## src/rtl/usbf_csr_arb.sv

```systemverilog
// Two-port round-robin arbiter and access sequencer in front of the USB device CSR port.
// One access is in flight at a time: grant, strobe, wait for completion or timeout, respond.
module usbf_csr_arb #(
  parameter int TIMEOUT_CYC = 256,
  parameter int CNT_W       = 16
) (
  input  logic        hclk_i,
  input  logic        hrstn_i,
  input  logic        req0_valid_i,
  output logic        req0_ready_o,
  input  logic        req0_write_i,
  input  logic [31:0] req0_addr_i,
  input  logic [31:0] req0_wdata_i,
  output logic        req0_done_o,
  output logic        req0_err_o,
  input  logic        req1_valid_i,
  output logic        req1_ready_o,
  input  logic        req1_write_i,
  input  logic [31:0] req1_addr_i,
  input  logic [31:0] req1_wdata_i,
  output logic        req1_done_o,
  output logic        req1_err_o,
  output logic [31:0] rsp_rdata_o,
  output logic        wt_en_o,
  output logic        rd_en_o,
  output logic        enable_o,
  output logic [31:0] addr_o,
  output logic [31:0] wdata_o,
  input  logic [31:0] rdata_i,
  input  logic        wt_ready_i,
  input  logic        rd_ready_i
);

  typedef enum logic [1:0] {IDLE, ISSUE, WAIT, RESP} state_t;

  typedef struct packed {
    logic        write;
    logic [31:0] addr;
    logic [31:0] wdata;
  } csr_req_t;

  localparam logic [CNT_W-1:0] CNT_MAX = CNT_W'(TIMEOUT_CYC - 1);

  state_t     state;
  logic       rr;
  logic       owner;
  logic       wr;
  logic [CNT_W-1:0] cnt;

  logic       gnt0, gnt1, match;
  csr_req_t   sel;

  // rr names the port that wins when both are valid
  always_comb begin
    gnt0  = req0_valid_i & (~req1_valid_i | ~rr);
    gnt1  = req1_valid_i & (~req0_valid_i |  rr);
    sel   = gnt1 ? '{req1_write_i, req1_addr_i, req1_wdata_i}
                 : '{req0_write_i, req0_addr_i, req0_wdata_i};
    match = wr ? wt_ready_i : rd_ready_i;
  end

  // Gated by reset so ready reads 0 while reset is asserted, even with valid held high.
  assign req0_ready_o = hrstn_i & (state == IDLE) & gnt0;
  assign req1_ready_o = hrstn_i & (state == IDLE) & gnt1;

  always_ff @(posedge hclk_i or negedge hrstn_i) begin
    if (!hrstn_i) begin
      state       <= IDLE;
      rr          <= 1'b0;
      owner       <= 1'b0;
      wr          <= 1'b0;
      cnt         <= '0;
      addr_o      <= '0;
      wdata_o     <= '0;
      rsp_rdata_o <= '0;
      wt_en_o     <= 1'b0;
      rd_en_o     <= 1'b0;
      enable_o    <= 1'b0;
      req0_done_o <= 1'b0;
      req1_done_o <= 1'b0;
      req0_err_o  <= 1'b0;
      req1_err_o  <= 1'b0;
    end else begin
      case (state)
        IDLE: if (gnt0 | gnt1) begin
          state    <= ISSUE;
          owner    <= gnt1;
          rr       <= gnt0;
          wr       <= sel.write;
          addr_o   <= sel.addr;
          wdata_o  <= sel.wdata;
          wt_en_o  <= sel.write;
          rd_en_o  <= ~sel.write;
          enable_o <= 1'b1;
        end
        ISSUE: begin
          wt_en_o <= 1'b0;
          rd_en_o <= 1'b0;
          cnt     <= '0;
          state   <= WAIT;
        end
        WAIT: begin
          // A completion arriving on the last allowed cycle still counts as success.
          if (match || cnt == CNT_MAX) begin
            if (match && !wr) rsp_rdata_o <= rdata_i;
            state       <= RESP;
            enable_o    <= 1'b0;
            req0_done_o <= ~owner;
            req1_done_o <= owner;
            req0_err_o  <= ~owner & ~match;
            req1_err_o  <= owner & ~match;
          end else begin
            cnt <= cnt + CNT_W'(1);
          end
        end
        RESP: begin
          req0_done_o <= 1'b0;
          req1_done_o <= 1'b0;
          req0_err_o  <= 1'b0;
          req1_err_o  <= 1'b0;
          state       <= IDLE;
        end
        default: state <= IDLE;
      endcase
    end
  end

endmodule

```

## config.mk

```make
export PLATFORM = sky130hd
export DESIGN_NAME = usbf_csr_arb
export DESIGN_NICKNAME = d
export VERILOG_FILES = /design/src/rtl/usbf_csr_arb.sv
export SDC_FILE = /design/constraint.sdc
export NUM_CORES = 1
export LEC_CHECK = 0
export ABC_AREA = 0
export CAP_MARGIN = 20
export CORE_MARGIN = 2
export CORE_UTILIZATION = 44
export CTS_CLUSTER_SIZE = 25
export DETAILED_ROUTE_END_ITERATION = 8
export PLACE_DENSITY = 0.84
export SYNTH_ARGS = -nofsm -noshare
export SYNTH_HDL_FRONTEND = slang
export SYNTH_SLANG_ARGS = --single-unit
```

## constraint.sdc

```tcl
create_clock -name hclk_i -period 6.84 [get_ports hclk_i]
set_clock_uncertainty 0.1 [all_clocks]
set_input_delay 1.026 -clock hclk_i [delete_from_list [all_inputs] [get_ports hclk_i]]
set_output_delay 1.026 -clock hclk_i [all_outputs]
set_load 0.01 [all_outputs]
```

==> results of run 1 <==
-- cells in the mapped netlist, drive strengths merged, types with 2 or more instances --
master	n	area share, %
inv	8	0.53
clkbuf	18	1.2
nor2	7	0.51
mux2i	67	12
nand4	2	0.48
nand3	9	0.79
nand2b	4	0.44
nor4	5	0.81
dfrtp	124	54
buf	12	1.1
ha	6	1.3
a21o	4	0.53
mux2	33	6.5
a21oi	11	1.4
nor3	7	0.62
a22o	3	0.46
and3	3	0.33
a31oi	2	0.22
nand2	90	6.0
o21ai	80	7.1
o31ai	2	0.26
o311ai	2	0.31
or2	2	0.22
or4	5	0.79
-- stage by stage --
| step | cell area (sq um) | power, mW | setup slack [ns] |
|---|---|---|---|
| final | 9190 | 3.81 | 2.80 |
| after floorplan | 5700 | 1.96 | 3.76 |
| after global routing | 9190 | 4.03 | 2.67 |
| after global placement | 8550 | 2.79 | 2.82 |
| after CTS | 9190 | 3.84 | 2.80 |
| after detailed placement | 8570 | 2.88 | 2.80 |
-- logic make-up after synthesis --
family / Yosys count / share of synthesized area (%)
AO/OA/AOI/OAI: 114 / 11.8
adder cells (fa/ha/maj): 6 / 1.32
buffers and inverters: 38 / 2.77
flip-flops: 124 / 54.5
multiplexers: 100 / 18.3
AND/OR/NAND/NOR: 137 / 11.4
-- layer usage --
layer / vias to the layer above / wire length (um) / track usage, %
met4: 0 / 517 / 11.4
li1: 2374 / - / -
met1: 2367 / 6280 / 26.6
met5: - / 0 / 0
met2: 242 / 9070 / 46.3
met3: 37 / 1460 / 8.72
-- state kept, by name, indices dropped and copies added, names as in the netlist, 2 cells and up --
name / flops
wdata_o: 32
addr_o: 32
cnt: 16
state: 2
rsp_rdata_o: 32
-- worst register-to-register path: stages, from the launching register on --
cell and delay, ns:
dfrtp_1 0.40, inv_1 0.13, ha_1 0.56, nand3_1 0.42, nor2_2 0.74, a21oi_2 0.12, mux2_2 0.31
-- path summary, 6_finish.rpt --
check | cells after the start | end | slack [ns] | startpoint
setup reg to reg | 6 | state[1] | 3.94 | state[0]
hold / removal | 2 | addr_o[6] | 0.38 | addr_o[6]
setup / recovery | 5 | req1_ready_o | 2.80 | req0_valid_i
hold reg to reg | 2 | addr_o[6] | 0.38 | addr_o[6]
max in group asynchronous | 2 | wdata_o[3] | 5.14 | hrstn_i
min in group asynchronous | 1 | rsp_rdata_o[1] | 0.48 | hrstn_i
-- power by group through the flow --
stage / logic [mW] / registers (mW) / clock network [mW]
finish: 1.64 / 1.25 / 0.929
floorplan: 0.610 / 1.35 / 0
detailed placement: 1.64 / 1.24 / 0
global placement: 1.57 / 1.22 / 0
CTS: 1.66 / 1.24 / 0.941
global route: 1.77 / 1.28 / 0.978
-- area by class of cell --
class | instances | area, sq um
fill | 893 | 3430
sequential | 124 | 3100
timing repair buffer | 277 | 2770
multi-input combinational | 357 | 2450
clock buffer | 19 | 453
tap | 172 | 215
clock inverter | 13 | 166
inverter | 8 | 30.0
==> metrics.csv, run 1 <==
metric,value,unit
clk root buf,clkbuf_16,
Post-Route Setup TNS,0,ns
number of synthesized register bits,124,
vias per cell,5.18,
antenna-violating nets left,0,
total I/O pin count,273,
DIE HEIGHT,118,um
Sw Ratio,33.9,%
die footprint,13900,sq um
max-slew violations,0,
CP peak stage delay,0.59,ns
"Max stage delay cell, worst path",clkdlybuf4s50_1,
static leakage,4.11,nW
Post-synth EDFFs,0,
routability cong.,0.863,
Rel. slew slack,47.5,%
worst-path maximum fanout,27,
PortBufs,272,
"Setup Fix Bufs, Post-CTS",0,
Synthesis Warnings,0,
Hold Crit Class,reg2reg,
"CP delay by family, top",buffers and inverters,
Unique masters post-synth,49,
RSZ-0062 raised after global routing,false,
CP most frequent cell,clkdlybuf4s50_1,
# hold bufs at CTS,0,
buffer and inverter count on the worst path,2,
status,"complete, no violations",
htree depth,4,
Tmin final,4.04,ns
Synth Flop Type,dfrtp_1,
Final #Nets,959,
layout cells sized above 1,10.2,%
power per cell area,415,nW/um^2
GRT Util Overall,25.5,%
period utilization,59.1,%
"Clk Latency, worst-skew pair",0.41,ns
P_sw,1.29,mW
first-pass GRT wire length,27400,um
DP HPWL,12500,um
Starting Density,45.1,%
WP data required,5.71,ns
total gr overflow,0,
post-synthesis cell count,519,
PostCTS Resize Cnt,0,
Area Overhead vs Synth,61.4,%
DRT Wirelength,17300,um
synthesized area per cell,11.0,sq um
"commonest non-fill, non-tap cells in the layout","clkdlybuf4s50_1 (271), dfrtp_1 (124), nand2_1 (88), o21ai_0 (77), mux2i_1 (67)",
FMAX,247,MHz
CTS buffer count,17,
combinational share of power,42.9,%
vias in the first global route,5226,
post-synthesis sequential area ratio,54.5,%
DRT iter0 DRCs,233,
clk slew on worst S/H paths,0.05,ns
Max Root-Sink Buffers,2,
max cap viols,0,
Synth async-reset ratio,100,%
Antenna diodes,0,
clock sinks,124,
largest net degree at the start of global routing,73,
# placed instances,938,
via count,5020,
Arrival @ worst endpoint,2.91,ns
DRT Pass-1 Iters,5,
Horiz. Die Dim,118,um
Seq pwr share,32.7,%
routed len/inst,17.9,um
Util after Layout,72.8,%
P_int,2.52,mW
"most common cell after layout, fill and taps aside",clkdlybuf4s50_1,
initial antenna violation count,0,
Clock power frac,24.4,%
Max VDD drop,0.000181,V
crit path capture type,output pin,
core area,12600,sq um
DRC violation count after routing,0,
Startpoint Class,input port,
crit-path cells,clkdlybuf4s50_1 -> nand2b_1 -> nand2_4 -> nor2_1 -> clkdlybuf4s50_1,
final hold slack,0.377,ns
Final Hold Vio Count,0,
CTS tree,done,
final setup violation count,0,
worst slew pin tran,0.786,ns
Setup CP Type,in2out,
"Cell Count, Final, Fillers Out",970,
Core Rows,41,
Syn Nets,693,
Syn Std Cell Area,5700,sq um
Note: power is estimated with default switching activity, not from simulation.
==> run 2: changes to the inputs <==
- CORE_UTILIZATION: 44 -> 37
- PLACE_DENSITY: 0.84 -> 0.75
- clock period: 6.84 -> 3.2 ns (I/O delays scaled with it)
==> metrics.csv, run 2 (synthesized netlist as in run 1, its figures left out) <==
metric,value,unit,change
status,"complete, no violations",,unchanged
Final Hold Vio Count,0,,unchanged
Util after Layout,61.1,%,was 72.8%
DRT iter0 DRCs,184,,was 233
Starting Density,37.6,%,was 45.1%
Sw Ratio,32.9,%,was 33.9%
CTS buffer count,17,,unchanged
largest net degree at the start of global routing,132,,was 73
vias in the first global route,5129,,was 5226
RSZ-0062 raised after global routing,false,,unchanged
clk slew on worst S/H paths,0.06,ns,was 0.05 ns
"Setup Fix Bufs, Post-CTS",0,,unchanged
# placed instances,954,,was 938
initial antenna violation count,0,,unchanged
FMAX,352,MHz,
"commonest non-fill, non-tap cells in the layout","clkdlybuf4s50_1 (271), dfrtp_1 (124), nand2_1 (88), o21ai_0 (77), mux2i_1 (67)",,unchanged
period utilization,88.7,%,
P_int,5.43,mW,was 2.52 mW
combinational share of power,42.7,%,was 42.9%
DRC violation count after routing,0,,unchanged
antenna-violating nets left,0,,unchanged
Max VDD drop,0.000442,V,was 0.000181 V
Arrival @ worst endpoint,2.26,ns,was 2.91 ns
Startpoint Class,flip-flop,,was input port
crit-path cells,inv_1 -> ha_1 -> nand2_1 -> nor2_1 -> clkdlybuf4s50_1,,was clkdlybuf4s50_1 -> nand2b_1 -> nand2_4 -> nor2_1 -> clkdlybuf4s50_1
"most common cell after layout, fill and taps aside",clkdlybuf4s50_1,,unchanged
crit path capture type,output pin,,unchanged
Horiz. Die Dim,128,um,was 118 um
CP peak stage delay,0.63,ns,was 0.59 ns
max cap viols,0,,unchanged
first-pass GRT wire length,25500,um,was 27400 um
htree depth,4,,unchanged
worst-path maximum fanout,10,,was 27
P_sw,2.66,mW,was 1.29 mW
clock sinks,124,,unchanged
Final WS setup,0.362,ns,was 2.80 ns
DRT Wirelength,16200,um,was 17300 um
biggest registers after layout,"addr_o x32, rsp_rdata_o x32, wdata_o x32",,unchanged
layout cells sized above 1,9.89,%,was 10.2%
dpl ws,0.454,ns,was 2.80 ns
Post-Route Setup TNS,0,ns,unchanged
DRT Pass-1 Iters,4,,was 5
total I/O pin count,273,,unchanged
power per cell area,875,nW/um^2,was 415 nW/um^2
Clock power frac,24.9,%,was 24.4%
Core Rows,45,,was 41
via count,5012,,was 5020
CTS tree,done,,unchanged
DIE HEIGHT,128,um,was 118 um
static leakage,4.12,nW,was 4.11 nW
PortBufs,272,,unchanged
die footprint,16400,sq um,was 13900 sq um
Area Overhead vs Synth,62.4,%,was 61.4%
clk root buf,clkbuf_16,,unchanged
Rel. slew slack,50.0,%,was 47.5%
routed len/inst,16.4,um,was 17.9 um
Tmin final,2.84,ns,
final hold slack,0.377,ns,about the same
"Max stage delay cell, worst path",clkdlybuf4s50_1,,unchanged
WP data required,2.62,ns,was 5.71 ns
Hold Crit Class,reg2reg,,unchanged
GRT Util Overall,20.1,%,was 25.5%
Final #Nets,960,,was 959
Setup CP Type,reg2out,,was in2out
worst slew pin tran,0.751,ns,was 0.786 ns
final setup violation count,0,,unchanged
routability cong.,0.836,,was 0.863
core area,15100,sq um,was 12600 sq um
"Clk Latency, worst-skew pair",0.41,ns,about the same
DP HPWL,12200,um,was 12500 um
total gr overflow,0,,unchanged
Seq pwr share,32.4,%,was 32.7%
Antenna diodes,0,,unchanged
vias per cell,5.08,,was 5.18
max-slew violations,0,,unchanged
"Cell Count, Final, Fillers Out",987,,was 970
Max Root-Sink Buffers,2,,unchanged
-- run 2: cell count changes in the layout (fill, tap and decap cells not counted) --
cell	before	now
buf_12	1	3
buf_4	5	3
bufinv_16	3	4
clkbuf_1	0	2
clkbuf_8	2	0
clkinv_2	2	1
dlygate4sd3_1	0	1
-- run 2: power groups by stage --
stage | Combinational [mW] | Clock [mW] | Sequential [mW]
6_report | 3.46 | 2.01 | 2.62
3_3_place_gp | 3.41 | 0 | 2.61
2_1_floorplan | 1.30 | 0 | 2.89
5_1_grt | 3.78 | 2.13 | 2.72
4_1_cts | 3.51 | 2.06 | 2.63
3_5_place_dp | 3.50 | 0 | 2.65
-- run 2: what timing repair did --
action / 4_1_cts / 5_1_grt
endpoints found under the hold margin: 18 / 0
gates resized for setup: 0 / 0
hold buffers: 1 / 0
-- run 2: path summary, 6_finish.rpt --
check | start | end | slack (ns) | depth (start not counted)
worst max-delay path | state[0] | req1_ready_o | 0.36 | 5
worst min-delay path | addr_o[30] | addr_o[30] | 0.38 | 2
worst max register to register | cnt[12] | state[1] | 0.64 | 6
worst min register to register | addr_o[30] | addr_o[30] | 0.38 | 2
max in group asynchronous | hrstn_i | cnt[10] | 1.70 | 3
min in group asynchronous | hrstn_i | addr_o[31] | 0.42 | 2
-- run 2: per-layer routing --
| layer | up-vias | global-route usage [%] | share of wire [%] |
|---|---|---|---|
| met3 | 21 | 6.43 | 8.0 |
| li1 | 2376 | - | - |
| met5 | - | 0 | 0 |
| met1 | 2390 | 23.3 | 40 |
| met4 | 0 | 7.82 | 2.1 |
| met2 | 225 | 34.7 | 50 |
-- run 2: final cells by class --
type	instances	area (sq um)
fill	1235	5890
sequential	124	3100
timing repair buffer	278	2810
multi-input combinational	357	2450
clock buffer	19	433
tap	188	235
clock inverter	13	191
inverter	8	30.0
-- run 2: critical path, delay by kind of cell (launching register included) --
family / cells / cell delay, ns
fa+ha+maj: 1 / 0.47
buf+inv: 2 / 0.77
flops: 1 / 0.40
simple gates: 2 / 0.21
-- run 2: through the flow --
stage / power [mW] / area [sq um]
CTS: 8.20 / 9250
finish: 8.09 / 9250
global placement: 6.02 / 8620
global route: 8.63 / 9250
floorplan: 4.20 / 5700
detailed placement: 6.15 / 8620
==> run 3: changes to the inputs <==
- CORE_UTILIZATION: 37 -> 38
- CTS_BUF_LIST: not set -> sky130_fd_sc_hd__clkbuf_8
- CTS_CLUSTER_DIAMETER: not set -> 120
- PLACE_DENSITY: 0.75 -> 0.77
==> metrics.csv, run 3 (synthesized netlist as in run 1, its figures left out) <==
metric,value,unit,change
Max VDD drop,0.000353,V,was 0.000442 V
Starting Density,39.0,%,was 37.6%
DRT Pass-1 Iters,5,,was 4
R2R Setup Slk,0.81,ns,was 0.64 ns
DRT iter0 DRCs,228,,was 184
Startpoint Class,flip-flop,,unchanged
worst slew pin tran,0.992,ns,was 0.751 ns
P_int,4.73,mW,was 5.43 mW
DIE HEIGHT,126,um,was 128 um
via count,4944,,was 5012
GRT Util Overall,20.7,%,was 20.1%
initial antenna violation count,0,,unchanged
layout cells sized above 1,9.86,%,was 9.89%
Final #Nets,963,,was 960
CTS buffer count,17,,unchanged
Reg2Reg Depth,6,,unchanged
combinational share of power,47.5,%,was 42.7%
htree depth,4,,unchanged
CTS tree,done,,unchanged
WHS Endpoint,addr_o[24],,was addr_o[30]
reg-to-reg startpoint,cnt[12],,unchanged
routability cong.,0.790,,was 0.836
total I/O pin count,273,,unchanged
# placed instances,953,,was 954
worst-path maximum fanout,10,,unchanged
final setup violation count,0,,unchanged
CP Depth,5,,unchanged
Max Root-Sink Buffers,2,,unchanged
"CP delay by family, top",buffers and inverters,,unchanged
buffer and inverter count on the worst path,2,,unchanged
"Clk Latency, worst-skew pair",0.44,ns,was 0.41 ns
Antenna diodes,0,,unchanged
Hold Crit Class,reg2reg,,unchanged
"Setup Fix Bufs, Post-CTS",0,,unchanged
# fillers,1172,,was 1235
PortBufs,272,,unchanged
"Cell Count, Final, Fillers Out",985,,was 987
hold path depth,2,,unchanged
power per cell area,815,nW/um^2,was 875 nW/um^2
Clock power frac,16.6,%,was 24.9%
vias per cell,5.02,,was 5.08
antenna-violating nets left,0,,unchanged
clk root buf,clkbuf_8,,was clkbuf_16
Total Power,7.32,mW,was 8.09 mW
DRC violation count after routing,0,,unchanged
total gr overflow,0,,unchanged
Area Overhead vs Synth,57.6,%,was 62.4%
Tmin final,2.85,ns,was 2.84 ns
"commonest non-fill, non-tap cells in the layout","clkdlybuf4s50_1 (271), dfrtp_1 (124), nand2_1 (88), o21ai_0 (77), mux2i_1 (67)",,unchanged
crit-path cells,inv_1 -> ha_1 -> nand3_1 -> a21oi_1 -> clkdlybuf4s50_1,,was inv_1 -> ha_1 -> nand2_1 -> nor2_1 -> clkdlybuf4s50_1
clock sinks,124,,unchanged
core area,14600,sq um,was 15100 sq um
first-pass GRT wire length,26200,um,was 25500 um
Horiz. Die Dim,126,um,was 128 um
Seq pwr share,35.9,%,was 32.4%
Post-Route Setup TNS,0,ns,unchanged
Arrival @ worst endpoint,2.27,ns,was 2.26 ns
Sw Ratio,35.4,%,was 32.9%
max cap viols,0,,unchanged
crit path capture type,output pin,,unchanged
Core Rows,44,,was 45
Setup CP Type,reg2out,,unchanged
DRT Wirelength,16400,um,was 16200 um
Rel. slew slack,33.9,%,was 50.0%
vias in the first global route,5204,,was 5129
CP peak stage delay,0.56,ns,was 0.63 ns
P_sw,2.59,mW,was 2.66 mW
DP HPWL,12700,um,was 12200 um
routed len/inst,16.7,um,was 16.4 um
die footprint,16000,sq um,was 16400 sq um
"most common cell after layout, fill and taps aside",clkdlybuf4s50_1,,unchanged
HP Start,addr_o[24],,was addr_o[30]
clk slew on worst S/H paths,0.07,ns,was 0.06 ns
Final Hold Vio Count,0,,unchanged
biggest registers after layout,"addr_o x32, rsp_rdata_o x32, wdata_o x32",,unchanged
largest net degree at the start of global routing,89,,was 132
RSZ-0062 raised after global routing,false,,unchanged
FMAX,351,MHz,was 352 MHz
status,"complete, no violations",,unchanged
"Max stage delay cell, worst path",clkdlybuf4s50_1,,unchanged
max-slew violations,0,,unchanged
period utilization,89.0,%,was 88.7%
Reg-to-Reg End,state[1],,unchanged
WP data required,2.62,ns,about the same
static leakage,4.03,nW,was 4.12 nW
-- run 3: cell count changes in the layout (fill, tap and decap cells not counted) --
cell | previous run | this run
bufinv_16 | 4 | 1
clkinv_4 | 4 | 3
clkbuf_1 | 2 | 0
clkbuf_8 | 0 | 17
clkbuf_16 | 17 | 0
clkinv_2 | 1 | 3
clkinvlp_4 | 3 | 2
inv_1 | 8 | 12
buf_4 | 3 | 7
buf_12 | 3 | 2
-- run 3: worst max path at each step --
stage                            start      endpoint  slack (ns)
after floorplan                cnt[12]      state[1]        1.04
after global placement    req0_valid_i       wt_en_o        0.63
after detailed placement  req0_valid_i       wt_en_o        0.56
after CTS                     state[0]  req0_ready_o        0.31
after global routing          state[0]  req0_ready_o        0.17
final                         state[0]  req0_ready_o        0.35
-- run 3: layout make-up --
type	instances	area, sq um	share of cell area (%)
Sequential cell	124	3100	34.6
Timing Repair Buffer	281	2820	31.4
Multi-Input combinational cell	357	2450	27.3
Clock buffer	17	234	2.61
Tap cell	184	230	2.56
Clock inverter	14	110	1.23
Inverter	8	30.0	0.335
-- run 3: power by group through the flow --
stage	combinational, mW	sequential [mW]	clock, mW
floorplan	1.30	2.89	0
global placement	3.42	2.61	0
detailed placement	3.52	2.66	0
CTS	3.53	2.63	1.26
global route	3.77	2.71	1.33
finish	3.48	2.63	1.21
-- run 3: worst register-to-register path: stages, from the launching register on --
cell and delay (ns):
dfrtp_1 0.42, or4_4 0.57, nor4_4 0.41, nor2_2 0.07, buf_4 0.19, a21oi_2 0.17
mux2_2 0.35
-- run 3: through the flow --
step	setup slack, ns	util, %	hold WS, ns	cell area (sq um)
6_report	0.352	61.5	0.381	8980
5_1_grt	0.171	61.5	0.399	8980
4_1_cts	0.311	61.5	0.386	8980
3_5_place_dp	0.559	59.1	0.287	8620
3_3_place_gp	0.627	59.1	0.282	8620
2_1_floorplan	1.04	-	0.0844	5700
-- run 3: metal layers --
layer / routed length [um] / up-vias / track usage (%)
met4: 352 / 0 / 8.47
met2: 8460 / 206 / 36.3
li1: - / 2379 / -
met3: 1370 / 27 / 7.30
met5: 0 / - / 0
met1: 6240 / 2332 / 22.9
-- run 3: repair_timing --
item	in CTS	in global routing
hold endpoints to repair	19	0
resized for setup	0	0
hold buffers	1	0
==> variant 1 (flow settings as in run 3) <==
Put one more register stage on the output `req0_err_o`, cleared by the reset. The value now appears one clock later. The other outputs are not delayed to match.
--- a/src/rtl/usbf_csr_arb.sv
+++ b/src/rtl/usbf_csr_arb.sv
@@ -41,6 +41,8 @@
 
   localparam logic [CNT_W-1:0] CNT_MAX = CNT_W'(TIMEOUT_CYC - 1);
 
+  logic req0_err_s0;
+
   state_t     state;
   logic       rr;
   logic       owner;
@@ -78,7 +80,7 @@
       enable_o    <= 1'b0;
       req0_done_o <= 1'b0;
       req1_done_o <= 1'b0;
-      req0_err_o  <= 1'b0;
+      req0_err_s0 <= 1'b0;
       req1_err_o  <= 1'b0;
     end else begin
       case (state)
@@ -107,7 +109,7 @@
             enable_o    <= 1'b0;
             req0_done_o <= ~owner;
             req1_done_o <= owner;
-            req0_err_o  <= ~owner & ~match;
+            req0_err_s0 <= ~owner & ~match;
             req1_err_o  <= owner & ~match;
           end else begin
             cnt <= cnt + CNT_W'(1);
@@ -116,7 +118,7 @@
         RESP: begin
           req0_done_o <= 1'b0;
           req1_done_o <= 1'b0;
-          req0_err_o  <= 1'b0;
+          req0_err_s0 <= 1'b0;
           req1_err_o  <= 1'b0;
           state       <= IDLE;
         end
@@ -125,5 +127,13 @@
     end
   end
 
+  always_ff @(posedge hclk_i or negedge hrstn_i) begin
+    if (!hrstn_i) begin
+      req0_err_o <= '0;
+    end else begin
+      req0_err_o <= req0_err_s0;
+    end
+  end
+
 endmodule
 
Function: same outputs for any inputs over 4 cycles, from zero or initial values and one cycle with hrstn_i low; that may be too few to reach the edited logic, so the function may still have changed.
==> variant 1 against run 3 <==
Cell area grew 1.8%; wire length shrank 2.7%; sequential cell count is 1 higher; total power up 6.8%; synthesized area rose by 0.44%; setup slack got worse by 0.042 ns; via count rose by 0.44%; cell count increased by 0.30%; first-iteration DRC count is 18% lower; largest power group unchanged; hold slack worse by 0.088 ns.
==> variant 1: results (changes against run 3) <==
| Metric | Value |
|---|---|
| Fillcell total | 1173 (+0.085%) |
| Nets | 965 (+0.21%) |
| All-layer global routing usage | 20.25% (-0.47 points) |
| HPWL after DPL | 12170 microns (-4.2%) |
| Seq/Total Area, Yosys | 54.68% (+0.20 points) |
| Flop-to-flop setup slack | 0.65 ns (-0.16 ns) |
| Mapped Nets | 695 (+0.29%) |
| Comb pwr share | 44.4% (-3.1 points) |
| Worst path arrival time | 2.31 ns (+0.04 ns) |
| Final RePlAce weighted congestion | 0.8629 (+9.2%) |
| Critical Path Max Stage Delay | 0.60 ns (+0.04 ns) |
| First-pass GRT wire length | 25520 microns (-2.6%) |
| Rel. slew slack | 39.82% (+5.9 points) |
| Clk cell area share | 5.493% (+1.7 points) |
| Switch share | 33.38% (-2.0 points) |
| Clk pwr | 0.00173 W (+43%) |
| Status | finished clean |
| TritonRoute pass-1 iters | 4 (-1) |
| FMAX | 0.3461 GHz (-1.5%) |
| Top post-synthesis cells by area | dfrtp_1 (55%), mux2i_1 (12%), o21ai_0 (6.7%) |
| Final WL | 15980 microns (-2.7%) |
| Pre-CTS setup slack | 0.4993 ns (-0.06005 ns) |
| Lkg Pwr | 4.093 nW (+1.6%) |
| Fin Hold WS | 0.2923 ns (-0.08830 ns) |
| Sequential Area | 3128 sq um (+0.81%) |
variant 1: path summary, 6_finish.rpt:
check / depth (start not counted) / to / startpoint
max: 5 / req0_ready_o / state[0]$_DFFE_PN0P_
min reg2reg: 0 / req0_err_o$_DFF_PN0_ / req0_err_s0$_DFFE_PN0P_
max in group asynchronous: 3 / wdata_o[21]$_DFFE_PN0P_ / hrstn_i
min: 2 / enable_o$_DFFE_PN0P_ / hrstn_i
max reg2reg: 6 / state[1]$_DFFE_PN0P_ / cnt[12]$_DFFE_PN0P_
min in group hclk_i: 0 / req0_err_o$_DFF_PN0_ / req0_err_s0$_DFFE_PN0P_
variant 1: cell families (layout without fill, tap and decap cells):
family / count (synthesis) / after routing / synth area share (%)
buffers and inverters: 38 / 321 / 2.756
multiplexers: 100 / 100 / 18.22
flip-flops: 125 / 125 / 54.68
AND/OR/NAND/NOR: 139 / 139 / 11.44
adder cells (fa/ha/maj): 6 / 6 / 1.312
AO/OA/AOI/OAI: 113 / 113 / 11.59
variant 1: layer usage:
metal	vias up	global-route usage (%)	share of wire, %
li1	2387	-	-
met2	192	36.53	53
met1	2359	21.88	37
met3	28	7.296	7.6
met4	0	7.369	2.2
met5	-	0	0
variant 1: per-stage QoR:
step | cells | total power [W] | cell area (sq um)
finish | 988 | 0.007818 | 9134
global route | 988 | 0.008342 | 9134
CTS | 988 | 0.007909 | 9134
detailed placement | 955 | 0.006146 | 8622
global placement | 955 | 0.006005 | 8622
floorplan | 521 | 0.004211 | 5720
variant 1: worst reg2reg max path: stages (launching register included):
cell and delay, ns:
dfrtp_1 0.42, or4_4 0.57, nor4_4 0.41, nor2_2 0.15, buf_4 0.22, a21oi_2 0.20, mux2_2 0.36
==> variant 2 (config.mk and constraints of run 3) <==
Made on the original files. Set the parameter `CNT_W` to 12 (it was 16).
--- a/src/rtl/usbf_csr_arb.sv
+++ b/src/rtl/usbf_csr_arb.sv
@@ -2,7 +2,7 @@
 // One access is in flight at a time: grant, strobe, wait for completion or timeout, respond.
 module usbf_csr_arb #(
   parameter int TIMEOUT_CYC = 256,
-  parameter int CNT_W       = 16
+  parameter int CNT_W       = 12
 ) (
   input  logic        hclk_i,
   input  logic        hrstn_i,
Function: no difference found for any inputs over 4 cycles, from zero or initial values and one cycle with hrstn_i low; that may be too few to reach the edited logic, so the function may still have changed.
==> variant 2 against run 3 <==
First-iteration DRC count is 15% lower; wire length decreased by 4.9%; synthesized area shrank 4.2%; sequential cell count shrank 4; sequential share of layout area down 0.20 points; total power decreased by 0.16%; setup slack improved by 0.25 ns; cell area down 2.7%; global-route usage fell by 0.15 points; largest power group unchanged; highest routed layer is now met5.
==> variant 2: results (changes against run 3) <==
| Metric | Value |
|---|---|
| Status | finished clean |
| Mux share of post-synthesis cell area | 19.07% (+0.77 points) |
| Top cells by count, synth | dfrtp_1 (120), nand2_1 (77), o21ai_0 (70), mux2i_1 (68), mux2_2 (32) |
| Clock slew at reported path FFs | 0.07 ns (about the same) |
| Netlist cell types | 35 (-29%) |
| Post-route insts no fill | 946 (-4.0%) |
| Port Buffers | 272 (unchanged) |
| Fin Hold WS | 0.05744 ns (-0.3232 ns) |
| Post-synthesis compound-gate area fraction | 10.73% (-1.0 points) |
| Critical path's slowest cell | clkdlybuf4s50_1 |
| Critical Path Max Stage Delay | 0.66 ns (+0.10 ns) |
| Fillcell total | 1130 (-3.6%) |
| First-pass GRT wire length | 23760 microns (-9.3%) |
| Adder-Cell Fraction of Synth Area | 1.375% (+0.057 points) |
| R2r endpoint | cnt[6]$_DFFE_PN0P_ |
| Measured slew at the worst slew-check pin | 0.9644 ns (-0.02722 ns) |
| Vias in the first global route | 4922 (-5.4%) |
| Initial antenna violation count | 1 (+1) |
| Cts repair resizes | 0 (unchanged) |
| XOR/XNOR Fraction of Synth Area | 1.604% (+1.6 points) |
| Lkg Pwr | 3.983 nW (-1.1%) |
| Mapped Nets | 661 (-4.6%) |
| Nets | 929 (-3.5%) |
| Placed insts | 916 (-3.9%) |
| Crit-path max FO | 6 (-4) |
| R2R Path Start | wr$_DFFE_PN0P_ |
| All-layer global routing usage | 20.57% (-0.15 points) |
| Internal | 0.004788 W (+1.2%) |
| HPWL after DPL | 11990 microns (-5.5%) |
| Drt first-iter violations | 194 (-15%) |
| VDD IR max | 378.3 uV (+7.1%) |
| Top post-synthesis cells by area | dfrtp_1 (55%), mux2i_1 (12%), mux2_2 (6.6%) |
| Seq/Total Area, Yosys | 55.01% (+0.53 points) |
| TritonRoute pass-1 iters | 4 (-1) |
| Hold crit path type | input port to async pin |
| Flop-to-flop setup slack | 0.97 ns (+0.16 ns) |
| Wirelength per Cell | 16.50 microns (-1.0%) |
| Mapped Avg Cell Area | 11.21 sq um (+2.1%) |
| Ratio of cells with drive above 1 in the final layout | 9.530% (-0.33 points) |
| Final RePlAce weighted congestion | 0.8049 (+1.9%) |
| Pin count of the biggest net entering global routing | 78 (-12%) |
| Via density | 4.910 (-2.2%) |
## variant 2: cell count changes after synthesis, moves of 5 or more
| cell | run 3 | this run |
|---|---|---|
| nand2_1 | 89 | 77 |
| nor3b_1 | 1 | 9 |
| o21ai_0 | 77 | 70 |
| xnor2_1 | 0 | 7 |
| a21o_1 | 4 | 10 |
| a21oi_1 | 8 | 2 |
| a22o_1 | 3 | 9 |
| nand3_1 | 9 | 4 |
| nor3_1 | 7 | 2 |
## variant 2: cell families after synthesis
group | Yosys count
DFF | 120
and+or+nand+nor | 114
AOI/OAI and AO/OA | 100
muxes | 100
buffers and inverters | 37
xor gates and xnor gates | 10
adders and majority gates | 6
## variant 2: cell type report
type	count	area, sq um	area share [%]
flip-flops and latches	120	3003	34.37
repair buffers	281	2800	32.05
multi-input cells	330	2317	26.53
clock buffers	19	261.5	2.993
well taps	180	225.2	2.578
clock inverters	11	110.1	1.260
inverters	5	18.77	0.2148
## variant 2: worst max path at each step
stage          cells past startpoint  slack, ns                endpoint                  from
2_1_floorplan                      6       1.23  req1_err_o$_DFFE_PN0P_    cnt[8]$_DFFE_PN0P_
3_3_place_gp                       7       0.55     wt_en_o$_DFFE_PN0P_          req0_valid_i
3_5_place_dp                       7       0.43     wt_en_o$_DFFE_PN0P_          req0_valid_i
4_1_cts                            5       0.58            req0_ready_o  state[0]$_DFFE_PN0P_
5_1_grt                            5       0.48            req0_ready_o  state[0]$_DFFE_PN0P_
6_report                           4       0.61            req1_ready_o          req1_valid_i
## variant 2: routing by layer
metal	part of all wire (%)	routed length, microns	GRT usage (%)	up-vias
met5	0.11	17	0	-
met4	1.7	262	7.386	2
met3	8.3	1293	7.051	21
met2	51	7965	36.26	180
met1	39	6068	23.01	2207
li1	-	-	-	2235
## variant 2: worst reg2reg max path: cells and delay by family (launching register included)
family                    cells  cell delay (ns)
AOI/OAI and AO/OA             2             0.58
xor gates and xnor gates      1             0.15
buffers and inverters         1             0.25
DFF                           1             0.42
muxes                         1             0.49
and+or+nand+nor               1             0.14
## variant 2: power groups by stage
stage,Sequential (W),Combinational [W],Clock (W)
2_1_floorplan,0.00287,0.00128,0
3_3_place_gp,0.00258,0.00337,0
3_5_place_dp,0.00262,0.00347,0
4_1_cts,0.00260,0.00348,0.00133
5_1_grt,0.00268,0.00374,0.00141
6_report,0.00259,0.00342,0.00129
## variant 2: stage by stage
step,cell area (sq um),total power [W],worst slack (ns)
final,8736,0.007307,0.6069
after global routing,8736,0.007826,0.4833
after CTS,8736,0.007409,0.5821
after detailed placement,8364,0.006094,0.4333
after global placement,8364,0.005942,0.5524
after floorplan,5459,0.004145,1.229
